`src/rtl/vend_pkg.sv`:
```
// ------------------------------------------------------------------
// vend_pkg : shared types and denomination table for the dispenser
// Rev 1.0
// ------------------------------------------------------------------
`default_nettype none

package vend_pkg;

  typedef enum logic [2:0] {
    ST_IDLE     = 3'd0,
    ST_SELECT   = 3'd1,
    ST_EJECT    = 3'd2,
    ST_WAIT_ACK = 3'd3,
    ST_DONE     = 3'd4,
    ST_FAULT    = 3'd5
  } state_t;

  typedef enum logic [1:0] {
    DENOM_RS5  = 2'd0,
    DENOM_RS2  = 2'd1,
    DENOM_RS1  = 2'd2,
    DENOM_NONE = 2'd3
  } denom_t;

  localparam logic [4:0] c_val_rs5 = 5'd5;
  localparam logic [4:0] c_val_rs2 = 5'd2;
  localparam logic [4:0] c_val_rs1 = 5'd1;

  function automatic logic [4:0] denom_value(input denom_t code);
    case (code)
      DENOM_RS5: denom_value = c_val_rs5;
      DENOM_RS2: denom_value = c_val_rs2;
      DENOM_RS1: denom_value = c_val_rs1;
      default:   denom_value = 5'd0;
    endcase
  endfunction

endpackage

`default_nettype wire

```
`src/rtl/ack_timer.sv`:
```
// ------------------------------------------------------------------
// ack_timer : loadable down-counter flagging a missing hopper ack
// Rev 1.0
// ------------------------------------------------------------------
`default_nettype none

module ack_timer #(
  parameter int ACK_TIMEOUT = 15
) (
  input  logic clk,
  input  logic rst,
  input  logic i_load,
  input  logic i_en,
  output logic o_expired
);

  localparam int c_cnt_w = (ACK_TIMEOUT < 2) ? 1 : $clog2(ACK_TIMEOUT);
  localparam logic [c_cnt_w-1:0] c_load_val = c_cnt_w'(ACK_TIMEOUT - 1);
  localparam logic [c_cnt_w-1:0] c_one      = c_cnt_w'(1);

  logic [c_cnt_w-1:0] cnt_q, cnt_d;

  // Loading ACK_TIMEOUT-1 makes the ACK_TIMEOUT-th enabled cycle the expiry cycle.
  always_comb begin
    cnt_d = cnt_q;
    if (i_load) begin
      cnt_d = c_load_val;
    end else if (i_en && (cnt_q != '0)) begin
      cnt_d = cnt_q - c_one;
    end
  end

  always_ff @(posedge clk or negedge rst) begin
    if (!rst) begin
      cnt_q <= '0;
    end else begin
      cnt_q <= cnt_d;
    end
  end

  assign o_expired = i_en && (cnt_q == '0);

endmodule

`default_nettype wire

```
`src/rtl/change_dispenser.sv`:
```
// ------------------------------------------------------------------
// change_dispenser : greedy Rs5/Rs2/Rs1 coin payout controller
// Rev 1.0
// ------------------------------------------------------------------
`default_nettype none

module change_dispenser
  import vend_pkg::*;
#(
  parameter int ACK_TIMEOUT = 15
) (
  input  logic       clk,
  input  logic       rst,
  input  logic       req_valid,
  input  logic [4:0] req_amount,
  output logic       req_ready,
  output logic [1:0] hopper_sel,
  output logic       hopper_eject,
  input  logic       hopper_ack,
  input  logic [2:0] hopper_empty,
  input  logic       fault_clr,
  output logic       busy,
  output logic       done,
  output logic       fault,
  output logic [4:0] remaining
);

  state_t     state_q, state_d;
  denom_t     sel_q, sel_d;
  logic [4:0] remaining_q, remaining_d;
  logic       done_q, done_d;
  denom_t     pick;
  logic [4:0] rem_after;
  logic       ack_expired;

  ack_timer #(
    .ACK_TIMEOUT (ACK_TIMEOUT)
  ) u_ack_timer (
    .clk       (clk),
    .rst       (rst),
    .i_load    (state_q == ST_EJECT),
    .i_en      (state_q == ST_WAIT_ACK),
    .o_expired (ack_expired)
  );

  // Later assignments override earlier ones, so the largest usable coin wins.
  always_comb begin
    pick = DENOM_NONE;
    if (!hopper_empty[2] && (remaining_q >= c_val_rs1)) pick = DENOM_RS1;
    if (!hopper_empty[1] && (remaining_q >= c_val_rs2)) pick = DENOM_RS2;
    if (!hopper_empty[0] && (remaining_q >= c_val_rs5)) pick = DENOM_RS5;
  end

  assign rem_after = remaining_q - denom_value(sel_q);

  always_comb begin
    state_d     = state_q;
    sel_d       = sel_q;
    remaining_d = remaining_q;
    done_d      = 1'b0;
    case (state_q)
      ST_IDLE: begin
        if (req_valid) begin
          remaining_d = req_amount;
          state_d     = (req_amount == 5'd0) ? ST_DONE : ST_SELECT;
        end
      end
      ST_SELECT: begin
        if (pick == DENOM_NONE) begin
          state_d = ST_FAULT;
        end else begin
          sel_d   = pick;
          state_d = ST_EJECT;
        end
      end
      ST_EJECT: state_d = ST_WAIT_ACK;
      ST_WAIT_ACK: begin
        // A late ack landing on the expiry cycle still counts.
        if (hopper_ack) begin
          remaining_d = rem_after;
          state_d     = (rem_after == 5'd0) ? ST_DONE : ST_SELECT;
        end else if (ack_expired) begin
          state_d = ST_FAULT;
        end
      end
      ST_DONE: begin
        done_d  = 1'b1;
        state_d = ST_IDLE;
      end
      ST_FAULT: begin
        if (fault_clr) state_d = ST_IDLE;
      end
      default: state_d = ST_IDLE;
    endcase
  end

  always_ff @(posedge clk or negedge rst) begin
    if (!rst) begin
      state_q     <= ST_IDLE;
      sel_q       <= DENOM_RS5;
      remaining_q <= 5'd0;
      done_q      <= 1'b0;
    end else begin
      state_q     <= state_d;
      sel_q       <= sel_d;
      remaining_q <= remaining_d;
      done_q      <= done_d;
    end
  end

  assign req_ready    = (state_q == ST_IDLE);
  assign busy         = (state_q != ST_IDLE);
  assign hopper_eject = (state_q == ST_EJECT);
  assign fault        = (state_q == ST_FAULT);
  assign hopper_sel   = sel_q;
  assign done         = done_q;
  assign remaining    = remaining_q;

endmodule

`default_nettype wire

```
`config.mk`:
```
export PLATFORM = sky130hd
export DESIGN_NAME = change_dispenser
export DESIGN_NICKNAME = d
export VERILOG_FILES = /design/src/rtl/vend_pkg.sv /design/src/rtl/ack_timer.sv /design/src/rtl/change_dispenser.sv
export SDC_FILE = /design/constraint.sdc
export NUM_CORES = 1
export LEC_CHECK = 0
export BUFFER_PORTS_ARGS = -buffer_cell sky130_fd_sc_hd__buf_2
export CAP_MARGIN = 15
export CORE_UTILIZATION = 28
export CTS_CLUSTER_SIZE = 12
export DETAILED_ROUTE_END_ITERATION = 7
export PLACE_DENSITY = 0.47
export SETUP_SLACK_MARGIN = 0.2
export SYNTH_ARGS = -nofsm -noshare
export SYNTH_HDL_FRONTEND = slang
export SYNTH_SLANG_ARGS = --single-unit
```
`constraint.sdc`:
```
create_clock -name clk -period 2.04 [get_ports clk]
set_clock_uncertainty 0.15 [all_clocks]
set_input_delay 0.306 -clock clk [delete_from_list [all_inputs] [get_ports clk]]
set_output_delay 0.306 -clock clk [all_outputs]
set_load 0.02 [all_outputs]
```
# ---- Yosys cells after proc, flatten, opt, wreduce, memory -nomap -nowiden
# Cells that the tools add are included.
dict set report word_totals {
  ff_bits 15
  wordCells 61
}
dict set report op_classes {
  n_addsub 2
  n_lt_le_gt_ge 3
  eq_ne 12
  mux 18
  bitwise 1
  reduce_logical 20
}
# op count
set ops {}
lappend ops {{two-way mux 3 bit} 7}
lappend ops {{case mux 3 bit (5 select lines)} 1}
lappend ops {{zero test 5 bit} 2}
lappend ops {{two-way mux 5 bit} 2}
lappend ops {{case mux 5 bit (2 select lines)} 1}
lappend ops {{case mux 3 bit (3 select lines)} 1}
lappend ops {{two-way mux 4 bit} 2}
lappend ops {{equality test 3 x 2 -> 1 bit (second input constant)} 2}
lappend ops {{equality test 3 bit (second input constant)} 2}
lappend ops {{inequality test 2 bit (second input constant)} 3}
lappend ops {{AND reduction 3 bit} 2}
lappend ops {{greater-or-equal comparator 5 x 1 -> 1 bit (second input constant)} 1}
lappend ops {{greater-or-equal comparator 5 x 2 -> 1 bit (second input constant)} 1}
lappend ops {{greater-or-equal comparator 5 x 3 -> 1 bit (second input constant)} 1}
lappend ops {{logical AND 1 bit} 5}
lappend ops {{subtractor 5 bit} 1}
lappend ops {{equality test 2 bit (second input constant)} 2}
lappend ops {{zero test 4 bit} 1}
lappend ops {{two-way mux 2 bit} 2}
lappend ops {{nonzero test 2 bit} 2}
lappend ops {{nonzero test 4 bit} 1}
lappend ops {{subtractor 4 x 1 -> 4 bit (second input constant)} 1}
lappend ops {{equality test 3 x 1 -> 1 bit (second input constant)} 1}
lappend ops {{zero test 1 bit} 3}
lappend ops {{8 further kinds} 9}

# ---- Logic depth before layout (Yosys ltp)
# Gate-level depths: netlist of run 1.
dict set report depth {
  depth_word 8
  ltp_mapped 9
  depth_no_buf 9
}

# ---- Cells and area by module
# Synthesis of run 1 repeated with hierarchy kept, for this count alone.
dict set report hier_totals {
  hier_cells 124
  hier_area_um2 1061.0
}
# mod n_inst cells_per_inst area_per_inst_um2 seq_area_each_um2
set by_module_without_submodules {}
lappend by_module_without_submodules {change_dispenser 1 102 837.1 275.3}
lappend by_module_without_submodules {ack_timer 1 22 224.0 100.1}

# ---- Worst setup path before layout of run 1
# Ideal clock, no wire load.
dict set report synth_timing {
  path_type {reg2reg}
  from {reg remaining_q[0], in the netlist remaining[0]}
  to {reg state_q[0]}
  setup_time_ns 0.124
  arrival_ns 1.926
  path_slack_ns -0.160
  stages_incl_launch_ff 10
  path_buffers 0
  period_less_slack_ns 2.200
  cell_sequence {dfrtp_1 inv_1 ha_1 inv_1 fa_1 nor2_1 a211oi_1 and4bb_1 a31oi_1 o31a_1}
}
dict set report synth_between {
  elab_chain_cells 8
  word_cells_on_any_way 16
}
# element line
set synth_rtl {}
lappend synth_rtl {{start, declared} change_dispenser.sv:30} ;# logic [4:0] remaining_q, remaining_d;
lappend synth_rtl {{start signal, assigned} change_dispenser.sv:106} ;# remaining_q <= remaining_d;
lappend synth_rtl {{greater-or-equal comparator 5 x 1 -> 1 bit} change_dispenser.sv:49} ;# if (!hopper_empty[2] && (remaining_q >= c_val_rs1)) pick = DENOM_RS1;
lappend synth_rtl {{logical AND 1 bit} change_dispenser.sv:49}
lappend synth_rtl {{two-way mux 1 bit} change_dispenser.sv:49}
lappend synth_rtl {{two-way mux 2 bit} change_dispenser.sv:50} ;# if (!hopper_empty[1] && (remaining_q >= c_val_rs2)) pick = DENOM_RS2;
lappend synth_rtl {{two-way mux 2 bit} change_dispenser.sv:51} ;# if (!hopper_empty[0] && (remaining_q >= c_val_rs5)) pick = DENOM_RS5;
lappend synth_rtl {{equality test 2 bit} change_dispenser.sv:69} ;# if (pick == DENOM_NONE) begin
lappend synth_rtl {{two-way mux 3 bit} change_dispenser.sv:69}
lappend synth_rtl {{case mux 3 bit (5 select lines) (*)} change_dispenser.sv:61} ;# case (state_q)
lappend synth_rtl {{end signal, assigned} change_dispenser.sv:104} ;# state_q <= state_d;
lappend synth_rtl {{end, declared} change_dispenser.sv:28} ;# state_t state_q, state_d;
# Every way passes the cells marked *; elsewhere a longest branch is shown, timed or not.
# A chain may end at the register's enable or synchronous reset.

# ---- Final worst setup path of run 1
dict set report layout_timing {
  from {reg sel_q[0], in the netlist hopper_sel[0]}
  to {reg state_q[0]}
}
dict set report layout_between {
  elab_chain_cells 7
  word_cells_on_any_way 9
}
# element line
set layout_rtl {}
lappend layout_rtl {{start, declared} change_dispenser.sv:29} ;# denom_t sel_q, sel_d;
lappend layout_rtl {{start signal, assigned} change_dispenser.sv:105} ;# sel_q <= sel_d;
lappend layout_rtl {{equality test 2 bit, or another cell as far along} vend_pkg.sv:30} ;# case (code)
lappend layout_rtl {{case mux 3 bit (3 select lines) (*)} vend_pkg.sv:30}
lappend layout_rtl {{subtractor 5 bit (*)} change_dispenser.sv:54} ;# assign rem_after = remaining_q - denom_value(sel_q);
lappend layout_rtl {{zero test 5 bit (*)} change_dispenser.sv:81} ;# state_d = (rem_after == 5'd0) ? ST_DONE : ST_SELECT;
lappend layout_rtl {{two-way mux 3 bit (*)} change_dispenser.sv:81}
lappend layout_rtl {{two-way mux 3 bit (*)} change_dispenser.sv:79} ;# if (hopper_ack) begin
lappend layout_rtl {{case mux 3 bit (5 select lines) (*)} change_dispenser.sv:61}
# Marked as above.

==> results.toml, run 1 <==
[worst_setup_path]
crit_arrival_ps = 2140
cp-start-kind = "flop"
cp_slowest_stage_delay_ps = 430
cp_max_fo = 4
crit_type = "reg -> reg"
worst-endpoint-required_ps = 2090
r2r_start = "hopper_sel[0]"
crit_slowest_cell = "dfrtp_2"
crit_top_cell = "inv_2"
crit_start = "hopper_sel[0]"
cp_top_family = "adder cells"
worst-path-buf-inv = 2
end_kind = "flop"
path_cells = "inv_2, ha_4, inv_2, fa_2, and2_4, a211oi_1, and4bb_1, a31oi_1, o31a_1"

[sta]
fin_crit_sh_pct = 103
setup_viol_count_final = 2
max_freq_mhz = 478
final_max_slew_viol_count = 0
grt_setup_unrepaired = "yes"
finalHoldWorstSlack_ps = 156
worstMarginPinSlew_ps = 414
relSlewSlack_pct = 72.3
hold_viol = 0
fin_crit_ps = 2090
worst_slack_ps = -52.2
fin_tns_setup_ps = -98.0

[clocking]
htree_levels = 1
clk_latency_ps = 260
cts_setup_buffers = 0
clock-root-buffer = "clkbuf_8"
cts_tree = "done"
clkTransAtPathRegs_ps = 70
cts_buffer_depth = 2
cts_made_buffers = 3
cts_sinks = 15

[yosys]
synth_edf_count = 0
synth_area_per_cell_um2 = 8.98
ys.flop_type = "dfrtp_1"
syn_area_um2 = 1060
synth_cells = 118
yosys_register_bits = 15
syn_nets = 136
synthArstFlopShare_pct = 100
synth.area.top_cells = "dfrtp_1, ha_1, o21ai_0, nand2_1, nor2_1"
seq_area_frac_synth_pct = 35.4
yosysUniqueCellTypes = 41
yosysWarnings = 0
yosysTopAreaCell = "dfrtp_1"
yosysTopAreaCellShare_pct = 35.4

[power_and_ir_drop]
p_seq_share_pct = 22.6
pwr-share-comb_pct = 67.8
power.switching_mw = 1.26
power_density_nw_per_um2 = 1900
ir_drop_uv = 621
p_clk_share_pct = 9.6
total_power_mw = 2.75
p_sw_share_pct = 45.8
leakagePower_nw = 0.662
p_int_mw = 1.49

[global_route]
grt_max_degree = 16
grt_pass1_vias = 946
met3_usage_pct = 3.08
grt_antenna_before_repair = 0
grt-busiest-layer = "met2"
track_usage_pct = 14.6
grt_use_met2_pct = 21.5
grt_pass1_wl_um = 4490
grtUsageMet1_pct = 20.0
overflow = 0

[flow_run]
cap_violations = 0

[place]
place_ws_ps = -57.1
dp_hpwl_um = 2110
port_buffers = 24
gp_congestion = 0.792
dp.cells = 199

[final_layout]
final_common_cell = "buf_2"
diodes = 0
drive_gt1_share_pct = 44.9
multiInputGateArea_um2 = 702
nets = 177
layout_common_cells = "buf_2, nand2_1, dfrtp_1, buf_4, nor2_1"
register_area_um2 = 379
final_cells = 204
area_delta_synth_final_pct = 37.0
fill_cells = 373

[routing]
drtAntennaViolNets = 0
drc_errors = 0
wl_per_cell_um = 13.4
viasPerCell = 4.76
num_vias = 972
wirelength_um = 2740
dr.pass1.iters = 4
dr.first_iter.drc_count = 19

[die]
dieArea_um2 = 4030
row_count = 21
die_h_um = 63.5
core_area_um2 = 3470
ioPinCount = 25
die_width_um = 63.5
initial_core_util_pct = 30.6

[run_status]
failed_checks = "setup timing"
status = "finished, violations left"

[worst_hold_path]
min_path_type = "in -> reg"
hold_start = "req_amount[1]"
==> layout make-up <==
cell class              instances  share of cell area, %
multi-input cells              92                   48.4
inverters                       9                   2.41
repair buffers                 38                   15.9
clock buffers                   3                   2.84
clock inverters                 1                  0.345
flip-flops and latches         15                   26.1
well taps                      46                   3.97
==> cells by family (layout without fill, tap and decap cells) <==
kind of cell	Yosys count	after routing	synth area share, %
simple gates	48	48	25.7
compound gates	33	33	20.7
flops	15	15	35.4
buf+inv	11	51	5.43
fa+ha+maj	5	5	6.61
xor+xnor	4	4	3.31
mux	2	2	2.83
==> worst min-delay path: cells and delay by family <==
kind                   cells  cell delay (ps)
AO/OA/AOI/OAI              1               70
buffers and inverters      1              100
AND/OR/NAND/NOR            1               50
==> metrics by stage <==
stage          area [um^2]  util, %
4_1_cts               1420     40.9
2_1_floorplan         1100        -
6_report              1450     41.8
3_3_place_gp          1350     39.0
5_1_grt               1450     41.8
3_5_place_dp          1350     39.0
==> path summary, 6_finish.rpt <==
| kind | end | slack [ps] | cells after the start |
|---|---|---|---|
| max | state_q[0] | -50 | 9 |
| min | remaining[1] | 160 | 3 |
| max reg2reg | state_q[0] | -50 | 9 |
| min reg2reg | u_ack_timer.cnt_q[3] | 410 | 2 |
| max in group asynchronous | remaining[0] | 1110 | 2 |
| min in group asynchronous | hopper_sel[1] | 340 | 2 |
==> registers in the layout, indices dropped and copies added, names as in the netlist <==
register and cells:
done 1, hopper_sel 2, remaining 5, state_q 3, u_ack_timer.cnt_q 4
==> synthesized netlist by cell type (all sizes together), types with 2 or more instances <==
master and n:
dfrtp 15, nand2 13, o21ai 13, nor2 12
inv 8, a21oi 6, ha 4, nand2b 4
a31oi 3, nor3b 3, or2 3, xnor2 3
buf 2, mux2 2, nand3b 2, nor3 2
nor4 2, o31ai 2
==> layer usage <==
metal	vias up	routed length (um)	share of wire, %
met5	-	0	0
met4	0	56	2.0
met3	5	104	3.8
met2	27	1180	43
met1	443	1390	51
li1	497	-	-
==> repair_timing <==
item	4_1_cts	5_1_grt
hold endpoints to repair	15	0
pin swaps	5	3
endpoints found under the setup margin	6	9
resized for setup	5	8
hold buffers	1	0
==> power groups by stage <==
stage	Clock, mW	Sequential [mW]	Combinational (mW)
after floorplan	0	0.682	1.10
after global placement	0	0.613	1.73
after detailed placement	0	0.612	1.72
after CTS	0.273	0.609	1.79
after global routing	0.285	0.648	2.07
final	0.264	0.623	1.86
(Power assumes the default switching activity.)
==> inputs of run 2 (changes only) <==
--- a/config.mk
+++ b/config.mk
@@ -10,8 +10,9 @@
 export CORE_UTILIZATION = 28
 export CTS_CLUSTER_SIZE = 12
 export DETAILED_ROUTE_END_ITERATION = 7
-export PLACE_DENSITY = 0.47
+export PLACE_DENSITY = 0.45
 export SETUP_SLACK_MARGIN = 0.2
+export SKIP_LAST_GASP = 1
 export SYNTH_ARGS = -nofsm -noshare
 export SYNTH_HDL_FRONTEND = slang
 export SYNTH_SLANG_ARGS = --single-unit
==> constraint.sdc (replaced) <==
create_clock -name clk -period 2.7 [get_ports clk]
set_clock_uncertainty 0.15 [all_clocks]
set_input_delay 0.405 -clock clk [delete_from_list [all_inputs] [get_ports clk]]
set_output_delay 0.405 -clock clk [all_outputs]
set_load 0.02 [all_outputs]
==> run 2 against run 1 <==
Against the previous run:
- final cell count decreased by 6.4%
- critical path type unchanged
- clock power decreased by 31%
- register-to-register slack improved by 490 ps
- global-route usage decreased by 0.65 points
- the run now ends clean
- routed wire length decreased by 8.2%
- first-iteration DRC count increased by 16%
- sequential power decreased by 25%
- sequential share of layout area increased by 3.4 points
- design area decreased by 12%
==> results.toml, run 2 (synthesis gave the netlist of run 1 again) <==
[run_status]
status = "finished clean"

[worst_setup_path]
end_kind = "flop"
reg2reg_slack_ps = 440
worst-endpoint-required_ps = 2740
crit_type = "reg -> reg"
cp_slowest_stage_delay_ps = 420
crit_top_cell = "inv_1"
crit_arrival_ps = 2300
r2r_start = "remaining[0]"
cp-start-kind = "flop"
cp_max_fo = 4
worst_r2r_path_depth = 9
path_cells = "inv_1, ha_1, inv_1, fa_1, and2_1, a211oi_1, and4bb_1, a31oi_1, o31a_1"
crit_slowest_cell = "fa_1"
r2r-end = "state_q[0]"

[global_route]
grt_max_degree = 16
overflow = 0
grt_pass1_wl_um = 4310
track_usage_pct = 13.9
grt_pass1_vias = 886
grt_antenna_before_repair = 0

[routing]
drc_errors = 0
highest_layer = "met4"
dr.pass1.iters = 4
viasPerCell = 4.74
wl_per_cell_um = 13.2
wl_met3_um = 98
wirelength_um = 2510
drtAntennaViolNets = 0
wl_met1_um = 1260
num_vias = 906
dr.first_iter.drc_count = 22
wl_met2_um = 1130

[final_layout]
final_cells = 191
fill_cells = 381
largest_reg_flops = 5
layout_common_cells = "buf_2, dfrtp_1, nand2_1"
register_area_um2 = 375
final_core_utilization_pct = 36.7
diodes = 0
multiInputGateArea_um2 = 627
drive_gt1_share_pct = 27.6
final_area_um2 = 1270
final_common_cell = "buf_2"
area_delta_synth_final_pct = 20.0
nets = 164

[flow_run]
cap_violations = 0

[worst_hold_path]
hold_end = "remaining[1]"
hold_start = "req_amount[1]"
whs_path_depth = 3
min_path_type = "in -> reg"

[power_and_ir_drop]
total_power_mw = 1.68
ir_drop_uv = 544
leakagePower_nw = 0.595
power_density_nw_per_um2 = 1320

[die]
core_area_um2 = 3470
initial_core_util_pct = 30.6
die_h_um = 63.5
dieArea_um2 = 4030
die_width_um = 63.5
row_count = 21
ioPinCount = 25

[sta]
fin_tns_setup_ps = 0
worstMarginPinSlew_ps = 401
relSlewSlack_pct = 73.2
worst_slack_ps = 435
fin_crit_sh_pct = 83.9
hold_viol = 0
grt_setup_unrepaired = "no"
max_freq_mhz = 442
final_max_slew_viol_count = 0
fin_crit_ps = 2260
setup_viol_count_final = 0
finalHoldWorstSlack_ps = 265

[clocking]
cts_buffer_depth = 2
cts_setup_buffers = 0
cts_made_buffers = 3
cts_tree = "done"
clkTransAtPathRegs_ps = 60
clock-root-buffer = "clkbuf_8"
htree_levels = 1
cts_sinks = 15
clk_latency_ps = 250

[place]
port_buffers = 24
place_area_um2 = 1210
place_ws_ps = 435
gp_congestion = 0.814
dp_hpwl_um = 1950
dp.cells = 186
run 2: where the power goes:
part / switching, mW / total [mW] / internal [mW]
sequential: 0.144 / 0.469 / 0.326
clock: 0.0810 / 0.183 / 0.102
combinational: 0.589 / 1.03 / 0.440
run 2: worst max path at each step:
stage                     cells after the start    endpoint    startpoint  slack (ps)
after floorplan                               9  state_q[0]  remaining[0]         500
after global placement                        9  state_q[0]  remaining[0]         460
after detailed placement                      9  state_q[0]  remaining[0]         440
after CTS                                     9  state_q[0]  remaining[0]         420
after global routing                          9  state_q[0]  remaining[0]         300
final                                         9  state_q[0]  remaining[0]         440
run 2: area by class of cell:
type / count / share of cell area [%]
Inverter: 9 / 2.76
Sequential cell: 15 / 29.5
Clock buffer: 3 / 3.25
Tap cell: 46 / 4.53
Clock inverter: 1 / 0.394
Timing Repair Buffer: 25 / 10.2
Multi-Input combinational cell: 92 / 49.3
run 2: routing by layer:
layer  vias to the layer above  global-route usage (%)
met4                         0                    4.55
met2                        18                    20.5
li1                        474                       -
met5                         -                       0
met1                       412                    19.7
met3                         2                    3.44
run 2: what timing repair did:
item	4_1_cts	5_1_grt
gates resized for setup	0	0
hold endpoints to repair	15	0
hold buffers	1	0
run 2: critical path, delay by kind of cell (launching register included):
| kind | cells | cell delay, ps |
|---|---|---|
| fa+ha+maj | 2 | 600 |
| compound gates | 3 | 480 |
| simple gates | 2 | 430 |
| flops | 1 | 380 |
| buf+inv | 2 | 170 |
==> inputs of run 3 (changes only) <==
==> constraint.sdc (replaced) <==
create_clock -name clk -period 2.3 [get_ports clk]
set_clock_uncertainty 0.15 [all_clocks]
set_input_delay 0.345 -clock clk [delete_from_list [all_inputs] [get_ports clk]]
set_output_delay 0.345 -clock clk [all_outputs]
set_load 0.02 [all_outputs]
==> run 3 against run 2 <==
Against the previous run:
- combinational power grew 48%
- via count grew 11%
- flip-flop and latch count unchanged
- worst setup slack got worse by 290 ps
- worst hold slack got worse by 54 ps
- core utilization rose by 3.7 points
- routed wire length is 11% higher
- register-to-register slack got worse by 290 ps
- non-clock buffer count is 8 higher
- count of clock-buffer cells in the layout did not move
==> results.toml, run 3 (synthesis gave the netlist of run 1 again) <==
[worst_hold_path]
min_path_type = "in -> reg"

[worst_setup_path]
end_kind = "flop"
worst_r2r_path_depth = 8
crit_type = "reg -> reg"
crit_top_cell = "inv_2"
r2r_start = "hopper_sel[0]"
crit_slowest_cell = "dfrtp_2"
worst-endpoint-required_ps = 2290
reg2reg_slack_ps = 150
cp_max_fo = 4
cp_slowest_stage_delay_ps = 430
crit_arrival_ps = 2140
path_cells = "inv_2, ha_4, inv_2, fa_2, o31ai_2, and4bb_1, a31oi_1, o31a_1"
crit_start = "hopper_sel[0]"
r2r-end = "state_q[0]"
cp-start-kind = "flop"
crit_path_end = "state_q[0]"

[global_route]
met3_usage_pct = 2.72
grt_max_degree = 16
grt_use_met2_pct = 25.4
grt_antenna_before_repair = 0
grt_pass1_vias = 978
track_usage_pct = 15.1
grt_pass1_wl_um = 4770
overflow = 0
grtUsageMet1_pct = 19.0
grt-busiest-layer = "met2"

[sta]
max_freq_mhz = 464
worst_slack_ps = 147
final_max_slew_viol_count = 0
fin_crit_sh_pct = 93.6
finalHoldWorstSlack_ps = 211
hold_viol = 0
worstMarginPinSlew_ps = 415
setup_viol_count_final = 0
fin_crit_ps = 2150
relSlewSlack_pct = 72.2
grt_setup_unrepaired = "yes"
fin_tns_setup_ps = 0

[place]
dp_hpwl_um = 2060
port_buffers = 24
place_area_um2 = 1240
gp_congestion = 0.821
dp.cells = 186
place_ws_ps = 155

[routing]
num_vias = 1002
wirelength_um = 2800
drtAntennaViolNets = 0
drc_errors = 0
dr.pass1.iters = 4
viasPerCell = 5.04
dr.first_iter.drc_count = 46
wl_per_cell_um = 14.1

[die]
core_area_um2 = 3470
initial_core_util_pct = 30.6
die_h_um = 63.5
dieArea_um2 = 4030
die_width_um = 63.5
row_count = 21
ioPinCount = 25

[power_and_ir_drop]
power.switching_mw = 1.08
ir_drop_uv = 518
p_int_mw = 1.23
p_sw_share_pct = 46.8
p_clk_share_pct = 9.8
leakagePower_nw = 0.643
p_seq_share_pct = 24.4
pwr-share-comb_pct = 65.8
total_power_mw = 2.31
power_density_nw_per_um2 = 1650

[clocking]
cts_buffer_depth = 2
clk_latency_ps = 250
cts_made_buffers = 3
cts_sinks = 15
htree_levels = 1
clock-root-buffer = "clkbuf_8"
clkTransAtPathRegs_ps = 70
cts_tree = "done"

[final_layout]
drive_gt1_share_pct = 41.2
final_common_cell = "buf_2"
area_delta_synth_final_pct = 32.0
register_area_um2 = 379
largest_reg_flops = 5
fill_cells = 377
final_cells = 199
final_area_um2 = 1400
diodes = 0
multiInputGateArea_um2 = 691
nets = 172
layout_common_cells = "buf_2, nand2_1, nor2_1, dfrtp_1, o21ai_0"
final_core_utilization_pct = 40.3

[run_status]
status = "finished clean"

[flow_run]
cap_violations = 0
[run 3: cell types whose count changed in the layout (fill, tap and decap cells not counted), sizes merged]
| cell | previous run | this run |
|---|---|---|
| buf | 24 | 32 |
[run 3: power groups by stage]
| stage | Clock, mW | Sequential [mW] | Combinational, mW |
|---|---|---|---|
| floorplan | 0 | 0.604 | 0.929 |
| global placement | 0 | 0.565 | 1.26 |
| detailed placement | 0 | 0.568 | 1.27 |
| CTS | 0.230 | 0.557 | 1.36 |
| global route | 0.247 | 0.589 | 1.66 |
| finish | 0.227 | 0.563 | 1.52 |
[run 3: layer usage]
metal / vias up / share of wire (%) / wire length (um)
li1: 487 / - / -
met1: 487 / 47 / 1310
met2: 24 / 48 / 1330
met3: 4 / 4.5 / 125
met4: 0 / 1.1 / 31
met5: - / 0 / 0
[run 3: cell type report]
cell class	instances	share of cell area [%]
multi-input cells	92	49.4
flip-flops and latches	15	27.1
clock inverters	1	0.358
clock buffers	3	2.95
repair buffers	33	13.6
well taps	46	4.11
inverters	9	2.50
[run 3: repair_timing]
item,in CTS,in global routing
gates resized for setup,1,9
setup endpoints to repair,3,4
setup buffers,5,3
hold buffers,1,0
pin swaps,3,6
endpoints found under the hold margin,15,0
[run 3: how the worst min path moves through the flow]
stage          cells after the start           from            to
6_report                           3  req_amount[1]  remaining[1]
2_1_floorplan                      0            rst          done
5_1_grt                            3  req_amount[1]  remaining[1]
3_5_place_dp                       1            rst  remaining[2]
4_1_cts                            3  req_amount[1]  remaining[1]
3_3_place_gp                       1            rst    state_q[0]
[run 3: critical path: cells and delay by family, from the launching register on]
| family | cells | cell delay [ps] |
|---|---|---|
| compound gates | 3 | 610 |
| fa+ha+maj | 2 | 490 |
| buf+inv | 2 | 110 |
| flops | 1 | 430 |
| simple gates | 1 | 250 |
